File: src/rtl/acqctrl_pkg.sv
// Shared types for the acqbuf capture controller: FSM state encoding and default widths.
package acqctrl_pkg;

    localparam int ACQ_ADDRWIDTH = 9;
    localparam int ACQ_DATAWIDTH = 64;
    localparam int ACQ_DLYWIDTH  = 16;
    localparam int ACQ_DECWIDTH  = 8;

    typedef enum logic [2:0] {
        IDLE,
        ARMED,
        DELAY,
        CAPTURE,
        DONE
    } acqctrl_state_t;

endpackage

File: src/rtl/acqbuf_capture_ctrl.sv
// Arm/trigger/delay/capture sequencer driving one acqbuf BRAM write port.
// Optional ACQBUF_CAPTURE_TSTAMP_EN adds a free-running cycle counter and trig_tstamp output.
module acqbuf_capture_ctrl
    import acqctrl_pkg::*;
#(
    parameter int ADDRWIDTH = ACQ_ADDRWIDTH,
    parameter int DATAWIDTH = ACQ_DATAWIDTH,
    parameter int DLYWIDTH  = ACQ_DLYWIDTH,
    parameter int DECWIDTH  = ACQ_DECWIDTH
) (
    input  logic                 clk,
    input  logic                 reset,
    input  logic                 stb_arm,
    input  logic                 stb_abort,
    input  logic                 trig,
    input  logic [DLYWIDTH-1:0]  delay,
    input  logic [ADDRWIDTH:0]   length,
    input  logic [DECWIDTH-1:0]  decim,
    input  logic [DATAWIDTH-1:0] din,
    output logic [ADDRWIDTH-1:0] addr_o,
    output logic [DATAWIDTH-1:0] data_o,
    output logic                 we_o,
    output logic                 busy,
    output logic                 done,
`ifdef ACQBUF_CAPTURE_TSTAMP_EN
    output logic [31:0]          trig_tstamp,
`endif
    output logic [ADDRWIDTH:0]   wr_count
);

    localparam logic [ADDRWIDTH:0] DEPTH = {1'b1, {ADDRWIDTH{1'b0}}};

    acqctrl_state_t state, next_state;

    logic [DLYWIDTH-1:0]  dly_q, dly_cnt;
    logic [ADDRWIDTH:0]   len_q;
    logic [DECWIDTH-1:0]  dec_q, dec_cnt;
    logic                 arm_ok, accept, sample;

    assign arm_ok = stb_arm && !stb_abort && (state == IDLE || state == DONE);
    assign accept = (state == ARMED) && trig && !stb_abort;
    assign busy   = (state == ARMED) || (state == DELAY) || (state == CAPTURE);
    assign done   = (state == DONE);

    always_ff @(posedge clk or negedge reset) begin
        if (!reset) state <= IDLE;
        else        state <= next_state;
    end

    // wr_count doubles as the sample index, so CAPTURE ends once the last write is on the bus.
    always_comb begin
        next_state = state;
        sample     = 1'b0;
        if (stb_abort) begin
            next_state = IDLE;
        end else begin
            case (state)
                IDLE, DONE: if (stb_arm) next_state = ARMED;
                ARMED: begin
                    if (trig) begin
                        if (dly_q != '0)      next_state = DELAY;
                        else if (len_q == '0) next_state = DONE;
                        else                  next_state = CAPTURE;
                    end
                end
                DELAY: begin
                    if (dly_cnt == '0) next_state = (len_q == '0) ? DONE : CAPTURE;
                end
                CAPTURE: begin
                    if (wr_count == len_q)  next_state = DONE;
                    else if (dec_cnt == '0) sample = 1'b1;
                end
                default: next_state = IDLE;
            endcase
        end
    end

    always_ff @(posedge clk or negedge reset) begin
        if (!reset) begin
            dly_q    <= '0;
            len_q    <= '0;
            dec_q    <= '0;
            dly_cnt  <= '0;
            dec_cnt  <= '0;
            wr_count <= '0;
            addr_o   <= '0;
            data_o   <= '0;
            we_o     <= 1'b0;
        end else begin
            we_o <= sample;
            if (arm_ok) begin
                dly_q    <= delay;
                len_q    <= (length > DEPTH) ? DEPTH : length;
                dec_q    <= decim;
                dec_cnt  <= '0;
                wr_count <= '0;
                addr_o   <= '0;
            end
            // Loaded one short: the trigger cycle itself is not part of the delay.
            if (accept) dly_cnt <= dly_q - 1'b1;
            else if (state == DELAY && dly_cnt != '0) dly_cnt <= dly_cnt - 1'b1;
            if (sample) begin
                dec_cnt  <= dec_q;
                addr_o   <= wr_count[ADDRWIDTH-1:0];
                data_o   <= din;
                wr_count <= wr_count + 1'b1;
            end else if (state == CAPTURE && dec_cnt != '0) begin
                dec_cnt <= dec_cnt - 1'b1;
            end
        end
    end

`ifdef ACQBUF_CAPTURE_TSTAMP_EN
    logic [31:0] cyc_cnt;

    always_ff @(posedge clk or negedge reset) begin
        if (!reset) begin
            cyc_cnt     <= '0;
            trig_tstamp <= '0;
        end else begin
            cyc_cnt <= cyc_cnt + 1'b1;
            if (accept) trig_tstamp <= cyc_cnt;
        end
    end
`endif

endmodule

File: config.mk
export PLATFORM = sky130hd
export DESIGN_NAME = acqbuf_capture_ctrl
export DESIGN_NICKNAME = d
export VERILOG_FILES = /design/src/rtl/acqctrl_pkg.sv /design/src/rtl/acqbuf_capture_ctrl.sv
export SDC_FILE = /design/constraint.sdc
export NUM_CORES = 1
export LEC_CHECK = 0
export ABC_AREA = 1
export BUFFER_PORTS_ARGS = -buffer_cell sky130_fd_sc_hd__clkbuf_2
export CAP_MARGIN = 20
export CORE_MARGIN = 3
export CORE_UTILIZATION = 52
export DETAILED_ROUTE_END_ITERATION = 8
export PLACE_DENSITY_LB_ADDON = 0.15
export SETUP_SLACK_MARGIN = 0.2
export SYNTH_ARGS = -nofsm -noshare
export SYNTH_HDL_FRONTEND = slang
export SYNTH_SLANG_ARGS = --single-unit
File: constraint.sdc
create_clock -name clk -period 3.24 [get_ports clk]
set_clock_uncertainty 0.1 [all_clocks]
set_input_delay 0.324 -clock clk [delete_from_list [all_inputs] [get_ports clk]]
set_output_delay 0.324 -clock clk [all_outputs]
set_load 0.05 [all_outputs]
Word-level counts from Yosys, hierarchy flattened
Cells that the tools add are included.

Input port bits: 103. Output and inout bits: 86. Flip-flop bits (word level): 145. Word-level logic and storage cells: 68.

Reductions and logical operators: 22. Muxes and demuxes: 22. Add/sub/neg operators: 4. Order comparisons: 1. Equal/unequal tests: 9.

Operator list (count): 16-bit two-way mux (2); 16-bit nonzero test (2); 16-bit by 1-bit subtractor with 16-bit output, second input constant (2); 10-bit two-way mux (3); 8-bit two-way mux (3); 3-bit two-way mux (7); 9-bit two-way mux (2); 16-bit zero test (1); 3-bit case mux with 4 select lines (1); 10-bit by 1-bit adder with 10-bit output, second input constant (1); 10-bit == test (1); 10-bit greater-than comparator, second input constant (1); 10-bit zero test (1); 8-bit zero test (1); 8-bit nonzero test (1); 8-bit by 1-bit subtractor with 8-bit output, second input constant (1); 3-bit by 2-bit == test with 1-bit output, second input constant (2); 1-bit logical AND (6); 3-bit by 2-bit != test with 1-bit output, second input constant (2); 3-bit != test, second input constant (2); 1-bit two-way mux (4); 4-bit AND reduction (1); 2-bit nonzero test (2); 3-bit by 1-bit == test with 1-bit output, second input constant (1); 6 further kinds (8).

Longest topological paths before layout
Depth after elaboration: 6. Gate-level depth with buffers: 14. Mapped depth without buffers: 13.

Least setup slack after synthesis
Ideal clock, no wire load.

Kind: reg-to-reg. Start: register wr_count[3]. End: register addr_o[3]. Setup time: 0.126 ns. Clock period less this slack: 2.091 ns. Buffers on the path: 2. Arrival time: 1.866 ns. Required time: 3.014 ns. Path slack: 1.149 ns. Cell stages (with the launch flop): 12. Path through: dfrtp_1 > inv_1 > o22ai_1 > nor2_1 > nand2_1 > nor2_1 > nand2_1 > nand3_1 > buf_2 > buf_2 > nand3_1 > o21ai_1.

Word-level cells in the longest chain between the ends: 5. Elaborated cells on any way between the ends: 6. Classes of those cells: 1 x eq/ne; 4 x mux; 1 x reduce/logical.

Ends and longest elaborated chain: start: declaration (RTL line acqbuf_capture_ctrl.sv:28) `output logic [ADDRWIDTH:0] wr_count`; start signal: assignment (RTL line acqbuf_capture_ctrl.sv:106) `wr_count <= wr_count + 1'b1;`; 10-bit == test (RTL line acqbuf_capture_ctrl.sv:70) `if (wr_count == len_q) next_state = DONE;`; 1-bit two-way mux (RTL line acqbuf_capture_ctrl.sv:70); 1-bit two-way mux (RTL line acqbuf_capture_ctrl.sv:57) `case (state)`; 1-bit two-way mux (RTL line acqbuf_capture_ctrl.sv:54) `if (stb_abort) begin`; 9-bit two-way mux or 2-bit nonzero test (tied branches); end signal: assignment (RTL line acqbuf_capture_ctrl.sv:104) `addr_o <= wr_count[ADDRWIDTH-1:0];`; end: declaration (RTL line acqbuf_capture_ctrl.sv:20) `output logic [ADDRWIDTH-1:0] addr_o,`.

Parallel ways exist; a longest one is shown, timed or not. A chain may end at the register's enable or synchronous reset.

Final worst setup path
Start: register state[2]. End: register dly_cnt[14].

Word-level cells in the longest chain between the ends: 4. Elaborated cells on any way between the ends: 7. Classes of those cells: 2 x eq/ne; 1 x mux; 4 x reduce/logical.

Ends and longest elaborated chain: start: declaration (RTL line acqbuf_capture_ctrl.sv:33) `acqctrl_state_t state, next_state;`; start signal: assignment (RTL line acqbuf_capture_ctrl.sv:47) `else state <= next_state;`; 3-bit by 1-bit == test with 1-bit output (RTL line acqbuf_capture_ctrl.sv:41) `assign accept = (state == ARMED) && trig && !stb_abort;`; 1-bit logical AND (2 in series) (RTL line acqbuf_capture_ctrl.sv:41); 16-bit two-way mux or 2-bit nonzero test (tied branches); end signal: assignment (RTL line acqbuf_capture_ctrl.sv:100) `if (accept) dly_cnt <= dly_q - 1'b1;`; end signal: assignment (RTL line acqbuf_capture_ctrl.sv:101) `else if (state == DELAY && dly_cnt != '0) dly_cnt <= dly_cnt - 1'b1;`; end: declaration (RTL line acqbuf_capture_ctrl.sv:35) `logic [DLYWIDTH-1:0] dly_q, dly_cnt;`.

Parallel ways exist; a longest one is shown, timed or not.

==> flow_summary.yaml <==
global_route:
  grt_max_degree: 101
  grt_busiest_layer: "met2"
  grt_usage_pct: 27.25
  grt_pass1_wl_mm: 32.33
  met3_usage_pct: 7.419
  use_met1_pct: 37.52
  grt-ovfl-total: 0
  met2_usage_pct: 41.88
  grt_pass1_vias: 6641
  antenna_found_initial: 0
cts:
  cts_sinks: 145
  cts_made_buffers: 17
  cts_htree_levels: 4
  cts_max_path_buffers: 2
  clkTransAtPathRegs_ns: 0.06
  tritoncts: "yes"
  postCtsSetupBuffers: 0
  clk_latency_ns: 0.42
  cts_resized: 0
  cts_root_buffer: "clkbuf_16"
  hold_buffers: 59
outcome:
  outcome: "complete, no violations"
cells_and_area:
  regArea_sq_um: 3628
  drive_above_1_share_pct: 22.02
  final_cell_count_no_fill: 1339
  area_delta_synth_final_pct: 32.14
  nets: 1261
  n_fill_cell: 997
  multi_input_area_sq_um: 2933
  num_antenna_cells: 0
synthesis:
  synth_area_sq_um: 7069
  ys_warn_count: 0
  synth_nets: 1021
  synthFlopType: "dfrtp_1"
  synthArstFlopShare_pct: 100.0
  yosysSeqAreaShare_pct: 51.33
  synth-edff-count: 0
  yosys.area.top_type: "dfrtp_1"
  synth_seq_cells: 145
  synth_top_area_share_pct: 51.33
  synthCells: 914
  ys_types: 34
  yosys-top-cells-area: "dfrtp_1, nand2_1, nand3_1"
  avgSynthCellArea_sq_um: 7.734
drt:
  drc: 0
  routedWlPerCell_um: 14.49
  vias: 6855
  antenna_left: 0
  post_drt_via_cell_ratio: 5.119
  wl_mm: 19.41
  drtPass1Iterations: 5
  drt_iter0_markers: 566
power_and_ir_drop:
  p_comb_share_pct: 42.6
  p_switching_mw: 4.009
  ir_worst_vdd_mv: 0.6388
  clkPwrFrac_pct: 23.5
  intPower_mw: 4.727
  seq_power_share_pct: 33.9
  swShare_pct: 45.89
  power.leakage_nw: 5.166
  p_per_area_nw_per_um2: 935.2
sta:
  hold_viol: 0
  max_slew_margin_pct: 39.20
  setup_ws_ns: 0.7526
  tns_ns: 0
  period_minus_slack_ns: 2.487
  worstMarginPinSlew_ns: 0.9002
  max_freq_ghz: 0.4020
  setup_viol: 0
  slew_violations: 0
  grt_setup_unrepaired: "no"
  timing.final.crit_share_pct: 76.77
die:
  die_w_um: 122.6
  die_area_sq_um: 15030
  coreArea_sq_um: 12930
  ios: 189
  die_h_um: 122.6
  num_rows: 41
  initial_utilization_pct: 54.68
worst_setup_path:
  worst_ep_required_time_ns: 3.46
  arrival_ns: 2.70
  critPathKind: "flip-flop to flip-flop"
  cp-start-kind: "flip-flop"
  end_kind: "flip-flop"
  critPathMaxFanout: 24
job:
  drv_cap: 0
placement:
  dp_hpwl_mm: 12.99
  port_buffers: 188
  pre_cts_ws_ns: 0.7421
  globalplace.congestion: 0.8870
  place_inst: 1248
min_path:
  hold_path_class: "primary input to flip-flop"
[critical path, cell delays in order, from the launching register on]
cell     delay [ns]
dfrtp_1        0.46
nor2_4         0.33
nand3_4        0.29
o21ai_2        0.30
ha_1           0.23
nand3_1        0.18
nor2_2         0.22
nand2_1        0.08
nand2_1        0.06
nand2_1        0.04
nand2_1        0.05
nand2_1        0.05
[routing by layer]
metal / wire (um) / vias up
li1: - / 3373
met2: 8899 / 267
met5: 0 / -
met1: 8649 / 3178
met4: 441 / 0
met3: 1417 / 37
[registers in the layout, summed over array words and instances, names as in the netlist]
name      flops
wr_count     10
dly_cnt      16
addr_o        9
dec_cnt       8
data_o       64
state         3
we_o          1
len_q        10
dec_q         8
dly_q        16
[kinds of logic (layout without fill, tap and decap cells)]
logic type / Yosys count / after routing / synth area share [%]
compound gates: 75 / 75 / 5.699
fa+ha+maj: 4 / 4 / 0.7080
buf+inv: 117 / 370 / 7.363
flops: 145 / 145 / 51.33
simple gates: 565 / 565 / 33.91
xor+xnor: 8 / 8 / 0.9912
[synth_stat cells, types with 4 or more instances]
library cell,number
buf_2,22
nor2_2,7
a21oi_1,5
o21ai_1,10
nor2_4,4
nand4_1,30
xor2_1,7
o22ai_1,8
buf_4,7
o21ai_0,45
nor2_1,50
nand2_1,394
ha_1,4
dfrtp_1,145
nor3_1,5
inv_1,77
nand3_1,62
clkbuf_1,4
[power by group through the flow]
| stage | Sequential, mW | Combinational [mW] | Clock, mW |
|---|---|---|---|
| floorplan | 3.97 | 1.70 | 0 |
| global placement | 2.96 | 3.59 | 0 |
| detailed placement | 2.95 | 3.65 | 0 |
| CTS | 2.95 | 3.71 | 2.08 |
| global route | 3.04 | 4.11 | 2.17 |
| finish | 2.96 | 3.72 | 2.05 |
[layout by cell type (no fill, tap or decap), types with 4 or more instances in the layout]
cell	Yosys	final
inv_1	77	77
nand4_1	30	30
nor2_4	4	4
clkbuf_2	0	187
nor2_2	7	7
nand3_1	62	61
buf_4	7	8
inv_6	0	4
dfrtp_1	145	145
o21ai_1	10	10
nand2_1	394	394
ha_1	4	4
nor3_1	5	5
o21ai_0	45	45
nor2_1	50	50
dlygate4sd3_1	0	59
a21oi_1	5	5
clkbuf_16	0	17
xor2_1	7	7
o22ai_1	8	8
[worst paths after layout]
| path | endpoint | startpoint | cells past startpoint | slack, ns |
|---|---|---|---|---|
| worst max-delay path | dly_cnt[14]$_DFFE_PN0P_ | state[2]$_DFFE_PN0P_ | 11 | 0.75 |
| worst min-delay path | dly_q[12]$_DFFE_PN0P_ | delay[12] | 3 | 0.01 |
| worst max register to register | dly_cnt[14]$_DFFE_PN0P_ | state[2]$_DFFE_PN0P_ | 11 | 0.75 |
| worst min register to register | dec_q[4]$_DFFE_PN0P_ | dec_q[4]$_DFFE_PN0P_ | 2 | 0.38 |
| max in group asynchronous | data_o[43]$_DFFE_PN0P_ | reset | 3 | 1.83 |
| min in group asynchronous | wr_count[7]$_DFFE_PN0P_ | reset | 2 | 0.36 |
[cell type report]
cell class	count	share of cell area, %
flip-flops and latches	145	38.84
multi-input cells	652	31.40
repair buffers	257	17.53
clock buffers	19	4.741
inverters	81	3.308
well taps	172	2.304
clock inverters	13	1.875
[per-stage QoR]
step                      utilization, %  hold slack (ns)  instance area, sq um  power [mW]
after global routing               72.26         0.005995                  9341       9.323
final                              72.26          0.01195                  9341       8.736
after CTS                          72.26        0.0002278                  9341       8.736
after detailed placement           62.91           0.2584                  8133       6.598
after floorplan                        -         -0.07159                  7069       5.669
after global placement             62.91           0.2633                  8133       6.549
Power figures use the tool's default switching activity.
